--- src/rtl/fifo_param.sv ---
// Parametrised show-ahead synchronous FIFO with occupancy count, almost flags,
// synchronous flush and sticky overflow/underflow error flags.
module fifo_param #(
    parameter int WIDTH    = 8,
    parameter int DEPTH    = 8,
    parameter int AF_LEVEL = 6,
    parameter int AE_LEVEL = 1,
    localparam int A       = $clog2(DEPTH)
) (
    input  logic             CLK,
    input  logic             RESETN,
    input  logic [WIDTH-1:0] wdata,
    input  logic             wen,
    output logic             full,
    output logic             almost_full,
    output logic [WIDTH-1:0] rdata,
    input  logic             ren,
    output logic             empty,
    output logic             almost_empty,
    output logic [A:0]       count,
    input  logic             flush,
    input  logic             clr_err,
    output logic             overflow,
    output logic             underflow
);

    localparam logic [A:0] PTR_ONE = (A+1)'(1);
    localparam logic [A:0] AF_LVL  = (A+1)'(AF_LEVEL);
    localparam logic [A:0] AE_LVL  = (A+1)'(AE_LEVEL);

    // Handshake: a write is taken on an edge where wen is high and either a
    // slot is free or a read pops the head in the same edge; a read is taken
    // on an edge where ren is high and the FIFO holds data. flush wins over both.

    logic [WIDTH-1:0] mem_q [DEPTH];

    logic [A:0] wptr_q, wptr_d;
    logic [A:0] rptr_q, rptr_d;
    logic       overflow_q, overflow_d;
    logic       underflow_q, underflow_d;

    logic       wvalid;
    logic       rvalid;
    logic       mem_we;

    // Status is decoded only from registered state.
    always_comb begin
        empty        = (wptr_q == rptr_q);
        full         = (wptr_q[A-1:0] == rptr_q[A-1:0]) && (wptr_q[A] != rptr_q[A]);
        count        = wptr_q - rptr_q;
        almost_full  = (count >= AF_LVL);
        almost_empty = (count <= AE_LVL);
        overflow     = overflow_q;
        underflow    = underflow_q;
        rdata        = mem_q[rptr_q[A-1:0]];
    end

    always_comb begin
        rvalid = ren && !empty;
        wvalid = wen && (!full || ren);
        mem_we = wvalid && !flush;

        wptr_d = wptr_q;
        rptr_d = rptr_q;
        if (flush) begin
            wptr_d = '0;
            rptr_d = '0;
        end else begin
            if (wvalid) wptr_d = wptr_q + PTR_ONE;
            if (rvalid) rptr_d = rptr_q + PTR_ONE;
        end

        // Set has priority over clr_err when both happen in one cycle.
        overflow_d  = (overflow_q && !clr_err)  || (wen && full && !ren && !flush);
        underflow_d = (underflow_q && !clr_err) || (ren && empty && !flush);
    end

    always_ff @(posedge CLK or negedge RESETN) begin
        if (!RESETN) begin
            wptr_q      <= '0;
            rptr_q      <= '0;
            overflow_q  <= 1'b0;
            underflow_q <= 1'b0;
        end else begin
            wptr_q      <= wptr_d;
            rptr_q      <= rptr_d;
            overflow_q  <= overflow_d;
            underflow_q <= underflow_d;
        end
    end

    always_ff @(posedge CLK) begin
        if (mem_we) mem_q[wptr_q[A-1:0]] <= wdata;
    end

endmodule

--- config.mk ---
export PLATFORM = sky130hd
export DESIGN_NAME = fifo_param
export DESIGN_NICKNAME = d
export VERILOG_FILES = /design/src/rtl/fifo_param.sv
export SDC_FILE = /design/constraint.sdc
export NUM_CORES = 1
export LEC_CHECK = 0
export CORE_ASPECT_RATIO = 0.7
export CORE_MARGIN = 10
export CORE_UTILIZATION = 55
export CTS_CLUSTER_DIAMETER = 150
export DETAILED_ROUTE_END_ITERATION = 8
export GPL_ROUTABILITY_DRIVEN = 0
export PLACE_DENSITY = 0.77
export SETUP_SLACK_MARGIN = 0.2
export SLEW_MARGIN = 10
export SYNTH_ARGS = -nofsm -noshare
export SYNTH_HDL_FRONTEND = slang
export SYNTH_SLANG_ARGS = --single-unit
export TNS_END_PERCENT = 1
--- constraint.sdc ---
create_clock -name CLK -period 3.6 [get_ports CLK]
set_input_delay 0.72 -clock CLK [delete_from_list [all_inputs] [get_ports CLK]]
set_output_delay 0.72 -clock CLK [all_outputs]
set_load 0.01 [all_outputs]
==> run_results.csv, run 1 <==
group,metric,value,unit
outcome,run_status,"finished clean",
clocking,clock_sinks,74,
power,seq_power_share,45.4,%
power,p_sw_share,23.9,%
final_layout,num_antenna_cells,0,
critical_path,r2r_start,"wptr_q[1]",
clocking,cts_tree,"built",
die,core,5700,um^2
yosys,synth_seq_cells,74,
placement,post-dp-hpwl,4560,um
die,floorplan.initialDensity,56.8,%
critical_path,timing.critical_path.cells,"inv_1, ha_1, fa_1, xnor2_2, nor2_1, o21a_1, clkdlybuf4s50_1",
global_route,overflow,0,
critical_path,critPathCapture,"almost_empty",
final_layout,area_growth_syn_to_layout,22.1,%
clocking,cts_resized,0,
final_layout,post_layout_nonfiller_instances,328,
routing,avgViaCountPerCell,5.77,
global_route,met2_demand_to_capacity_share_in_global_routing,23.0,%
clocking,holdBufCountCts,0,
global_route,antenna_found_initial,0,
timing,final-setup-viol-count,0,
yosys,async_s_r_ff_share_synth,13.5,%
clocking,clk_pin_slew,0.08,ns
routing,per_cell_routed_wire_length,20.5,um
routing,drtIter0Drc,139,
timing,min_period_over_period,89.4,%
yosys,mappedNetlistArea,3230,um^2
yosys,synth-warning-count,0,
min_path,worst_hold_path_type,"register to register",
critical_path,r2r_setup_slack,0.93,ns
final_layout,mostFrequentLayoutCells,"64 x sky130_fd_sc_hd__edfxtp_1, 31 x sky130_fd_sc_hd__clkdlybuf4s50_1, 28 x sky130_fd_sc_hd__nand2_1",
critical_path,critical_path.n_buffers_inverters,2,
power,p_int,1.62,mW
critical_path,crit_family,"buffers and inverters",
yosys,number_of_distinct_library_cells_after_synthesis,39,
critical_path,r2r-end,"mem_q[4][5]",
die,top_level_i_o_count,32,
critical_path,arrival,2.50,ns
timing,worst_pin_slew,1.13,ns
routing,via_count,1894,
power,p_comb_share,18.6,%
power,powerDensity,538,nW/um^2
critical_path,ff2ff_path_depth,4,
critical_path,worst_setup_path_end_kind,"primary output",
global_route,grt_start_max_net_pins,20,
clocking,clock_tree.root_cell,"sky130_fd_sc_hd__clkbuf_8",
global_route,grt.met3_usage,6.25,%
die,die_h,84.2,um
power,peak_supply_drop,0.362,mV
yosys,seq_area_frac_synth,67.2,%
timing,finalHoldViolations,0,
yosys,synthesis.instances,204,
routing,post_route_antenna_net_violation_count,0,
yosys,synth_area_per_cell,15.9,um^2
global_route,grtUsageTotal,14.7,%
clocking,ctsHtreeMaxLevel,3,
critical_path,worstSetupStartpointType,"register",
routing,drt_wl_total,6710,um
critical_path,cp_max_fo,6,
timing,unrepaired_setup_endpoints_after_global_routing,"yes",
timing,slew_headroom,23.9,%
final_layout,mostFrequentLayoutCell,"sky130_fd_sc_hd__edfxtp_1",
die,die_w,112,um
timing,final-max-slew-violation-count,0,
timing,post-route-min-period,3.22,ns
timing,clock_skew,0.00797,ns
clocking,worst_skew_pair.late_latency,0.34,ns
global_route,groute.layer.met1.usage,18.8,%
die,num_rows,23,
timing,max_freq,311,MHz
critical_path,path_class,"register to primary output",
clocking,post-cts-setup-buffer-count,0,
timing,fin_tns_setup,0,ns
power,switching_power,0.508,mW
critical_path,critical_path.max_stage_delay,0.53,ns
placement,dp_cells,312,
power,clk_network_pwr_share,36.0,%
critical_path,cp_num_cells,7,
critical_path,cp-startpoint,"wptr_q[0]",
yosys,synth-edff-count,64,
final_layout,n_fill_cell,394,
global_route,first_global_vias,1956,
global_route,grt-busiest-layer,"met2",
yosys,ys.flop_type,"sky130_fd_sc_hd__edfxtp_1",
final_layout,layout.nets,268,
min_path,cells_on_worst_hold_path,1,
routing,drt-pass1-iter-count,4,
critical_path,cp_data_required_time,2.88,ns
die,die_area,9400,um^2
clocking,cts_inserted_buffers,9,
timing,min_hold_slack,0.506,ns
final_layout,postLayoutCellArea,3950,um^2
final_layout,layout_cells_sized_above_1,21.3,%
critical_path,worst_path_max_delay_cell,"sky130_fd_sc_hd__clkdlybuf4s50_1",
placement,placed_cell_area,3700,um^2
placement,buffer_ports.inserted,31,
power,leakage,1.41,nW
job,max_cap_viol_count,0,
yosys,syn-num-nets,224,
global_route,first_pass_grt_wire_length,10800,um
clocking,clockBufferDepth,2,
routing,route.detailed.drc,0,
## power by group through the flow
stage	Clock (mW)	Combinational [mW]	Sequential, mW
5_1_grt	0.813	0.436	0.968
2_1_floorplan	0	0.228	0.979
6_report	0.764	0.395	0.966
3_3_place_gp	0	0.388	0.983
4_1_cts	0.779	0.398	0.966
3_5_place_dp	0	0.396	0.985
## cells in the mapped netlist, types with 2 or more instances
cell                       count  area share, %
sky130_fd_sc_hd__edfxtp_1     64             59
sky130_fd_sc_hd__nand2_1      28            3.2
sky130_fd_sc_hd__mux4_2       16             11
sky130_fd_sc_hd__nor2_1       15            1.7
sky130_fd_sc_hd__dfrtp_1      10            7.7
sky130_fd_sc_hd__inv_1         9            1.0
sky130_fd_sc_hd__a21oi_1       5           0.77
sky130_fd_sc_hd__ha_1          5            1.9
sky130_fd_sc_hd__mux2_1        5            1.7
sky130_fd_sc_hd__buf_2         4           0.62
sky130_fd_sc_hd__nor2b_1       4           0.77
sky130_fd_sc_hd__nor4_1        4           0.77
sky130_fd_sc_hd__a32o_1        2           0.62
sky130_fd_sc_hd__and3_1        2           0.39
sky130_fd_sc_hd__buf_4         2           0.46
sky130_fd_sc_hd__clkbuf_1      2           0.23
sky130_fd_sc_hd__nand3_1       2           0.31
sky130_fd_sc_hd__nand4_1       2           0.39
sky130_fd_sc_hd__o31ai_1       2           0.46
sky130_fd_sc_hd__or3_1         2           0.39
## cell families (layout without fill, tap and decap cells)
kind of cell / Yosys count / in the layout / synth area share (%)
AO/OA/AOI/OAI: 16 / 16 / 3.87
XOR/XNOR: 3 / 3 / 1.28
adder cells (fa/ha/maj): 6 / 6 / 2.55
buffers and inverters: 19 / 68 / 2.59
flip-flops: 74 / 74 / 67.2
multiplexers: 23 / 23 / 13.7
AND/OR/NAND/NOR: 63 / 63 / 8.90
## routing by layer
layer	routed length (um)	vias to the layer above
met5	0	-
met4	38	0
met3	628	5
met2	3190	75
met1	2860	949
li1	-	865
## worst reg2reg max path, delay by kind of cell, from the launching register on
kind          cells  cell delay (ns)
simple gates      3             1.35
flops             1             0.53
fa+ha+maj         1             0.41
## worst min path at each step
stage	from	end	slack (ns)
after global routing	overflow	overflow	0.53
after CTS	overflow	overflow	0.51
after detailed placement	overflow	overflow	0.49
after global placement	overflow	overflow	0.48
final	underflow	underflow	0.51
after floorplan	RESETN	overflow	0.42
## state kept, by name, indices dropped and copies added (netlist names)
register and count:
rptr_q 4, overflow 1, wptr_q 4, mem_q 64, underflow 1
## cell type report
type	instances	area, um^2	share of cell area [%]
sequential	74	2170	55.0
multi-input combinational	111	1010	25.6
timing repair buffer	42	393	9.95
clock buffer	9	124	3.14
clock inverter	7	118	2.98
tap	75	93.8	2.38
inverter	10	37.5	0.951
## per-stage QoR
| step | total power, mW | utilization, % | worst slack [ns] |
|---|---|---|---|
| after floorplan | 1.21 | - | 0.854 |
| after global placement | 1.37 | 64.9 | 0.798 |
| after detailed placement | 1.38 | 64.9 | 0.719 |
| after CTS | 2.14 | 69.2 | 0.329 |
| after global routing | 2.22 | 69.3 | 0.190 |
| final | 2.13 | 69.3 | 0.383 |
Power figures use the tool's default switching activity.
==> run 2, diff against run 1 <==
- GPL_TIMING_DRIVEN: not set -> 0
==> run 2 against run 1 <==
Critical endpoint is now almost_full; worst setup slack worse by 0.060 ns; first-iteration DRC count up 100%; non-clock buffer count unchanged; global-route usage shrank 0.27 points; final cell count unchanged; combinational power is 3% higher; sequential power is essentially flat; sequential share of layout area is 0.96 points higher; power shrank 9.9%.
==> run_results.csv, run 2 (synthesized netlist as in run 1, its figures left out) <==
group,metric,value,unit
power,peak_supply_drop,0.305,mV
final_layout,layout.nets,268,
timing,final-setup-viol-count,0,
final_layout,num_antenna_cells,0,
routing,per_cell_routed_wire_length,19.7,um
placement,buffer_ports.inserted,29,
final_layout,mostFrequentLayoutCells,"64 x sky130_fd_sc_hd__edfxtp_1, 29 x sky130_fd_sc_hd__clkdlybuf4s50_1, 28 x sky130_fd_sc_hd__nand2_1",
timing,finalHoldViolations,0,
timing,unrepaired_setup_endpoints_after_global_routing,"no",
timing,final-max-slew-violation-count,0,
routing,post_route_antenna_net_violation_count,0,
timing,post-route-min-period,3.28,ns
clocking,worst_skew_pair.late_latency,0.34,ns
timing,worst_pin_slew,0.871,ns
die,die_w,112,um
final_layout,flip_flop_count_of_the_largest_register_after_layout,64,
global_route,overflow,0,
die,num_rows,23,
timing,max_freq,305,MHz
routing,drt-pass1-iter-count,4,
placement,post-dp-hpwl,4570,um
critical_path,worst_path_max_delay_cell,"sky130_fd_sc_hd__clkdlybuf4s50_1",
clocking,clk_pin_slew,0.08,ns
clocking,cts_tree,"built",
timing,fin_tns_setup,0,ns
clocking,clock_sinks,74,
outcome,run_status,"finished clean",
die,core,5700,um^2
clocking,holdBufCountCts,0,
power,leakage,1.37,nW
critical_path,worstSetupStartpointType,"register",
critical_path,arrival,2.56,ns
critical_path,path_common_cell,"sky130_fd_sc_hd__buf_6",
routing,route.detailed.drc,0,
power,report.power.total,1.92,mW
critical_path,critical_path.max_stage_delay,0.56,ns
global_route,grt_start_max_net_pins,14,
critical_path,timing.critical_path.cells,"buf_6, buf_6, inv_1, ha_1, nand3b_1, and3_1, o21ai_0, clkdlybuf4s50_1",
die,floorplan.initialDensity,56.8,%
die,die_h,84.2,um
clocking,ctsHtreeMaxLevel,3,
global_route,first_global_vias,1920,
routing,avgViaCountPerCell,5.64,
clocking,clock_tree.root_cell,"sky130_fd_sc_hd__clkbuf_8",
power,powerDensity,494,nW/um^2
timing,min_period_over_period,91.0,%
clocking,clockBufferDepth,2,
routing,drtIter0Drc,282,
min_path,worst_hold_path_type,"register to register",
routing,via_count,1850,
final_layout,area_growth_syn_to_layout,20.0,%
global_route,antenna_found_initial,0,
global_route,first_pass_grt_wire_length,10500,um
global_route,grtUsageTotal,14.4,%
job,max_cap_viol_count,0,
timing,slew_headroom,41.6,%
final_layout,mostFrequentLayoutCell,"sky130_fd_sc_hd__edfxtp_1",
critical_path,path_class,"register to primary output",
die,die_area,9400,um^2
timing,clock_skew,0.00914,ns
critical_path,cp_data_required_time,2.88,ns
routing,drt_wl_total,6480,um
final_layout,n_fill_cell,379,
clocking,cts_inserted_buffers,9,
final_layout,layout_cells_sized_above_1,22.9,%
final_layout,post_layout_nonfiller_instances,328,
critical_path,worst_setup_path_end_kind,"primary output",
placement,dp_cells,312,
timing,min_hold_slack,0.500,ns
critical_path,cp_max_fo,10,
timing,postLayoutSetupSlackWorst,0.323,ns
placement,dpl_worst_slack,0.401,ns
die,top_level_i_o_count,32,
-- run 2: changes by cell type in the layout (fill, tap and decap cells not counted), sizes merged --
cell           delta
bufinv            -3
clkbuf            +2
clkdlybuf4s50     -2
clkinvlp          +1
inv               +2
-- run 2: what timing repair did --
action                                  4_1_cts  5_1_grt
gates cloned                                  0        0
pin swaps                                     0        0
resized for setup                             3        7
hold endpoints to repair                      0        0
endpoints found under the setup margin        5        5
buffers inserted                              0        0
-- run 2: cell type report --
| class | count | area, um^2 | share of cell area (%) |
|---|---|---|---|
| sequential | 74 | 2170 | 56.0 |
| multi-input combinational | 111 | 1030 | 26.5 |
| timing repair buffer | 33 | 320 | 8.25 |
| clock buffer | 9 | 124 | 3.19 |
| tap | 75 | 93.8 | 2.42 |
| buffer | 9 | 58.8 | 1.52 |
| clock inverter | 7 | 45.0 | 1.16 |
| inverter | 10 | 40.0 | 1.03 |
-- run 2: per-stage QoR --
step	cell area [um^2]	util, %
global placement	3620	63.5
CTS	3850	67.6
detailed placement	3680	64.6
global route	3880	68.1
floorplan	3230	-
finish	3880	68.1
-- run 2: path summary, 6_finish.rpt --
| check | startpoint | to | slack (ns) | depth (start not counted) |
|---|---|---|---|---|
| max | rptr_q[1] | almost_full | 0.32 | 8 |
| min | underflow | underflow | 0.50 | 1 |
| max reg2reg | rptr_q[1] | mem_q[2][3] | 0.76 | 8 |
| min reg2reg | underflow | underflow | 0.50 | 1 |
| max in group asynchronous | RESETN | rptr_q[0] | 2.53 | 1 |
| min in group asynchronous | RESETN | wptr_q[2] | 0.72 | 1 |
-- run 2: where the power goes --
part	total (mW)	leakage (nW)	internal, mW	switching, mW
clock network	0.545	0.0791	0.247	0.298
registers	0.964	0.715	0.950	0.0133
logic	0.407	0.577	0.215	0.192
-- run 2: metal layers --
| metal | vias up | global-route usage (%) | share of wire, % |
|---|---|---|---|
| met2 | 77 | 23.3 | 49 |
| li1 | 865 | - | - |
| met1 | 904 | 17.7 | 41 |
| met5 | - | 0 | 0 |
| met4 | 0 | 3.84 | 0.36 |
| met3 | 4 | 5.47 | 9.2 |
-- run 2: critical path, delay by kind of cell, from the launching register on --
family | cells | cell delay, ns
adders and majority gates | 1 | 0.32
buffers and inverters | 4 | 1.01
and+or+nand+nor | 2 | 0.31
DFF | 1 | 0.42
AOI/OAI and AO/OA | 1 | 0.15
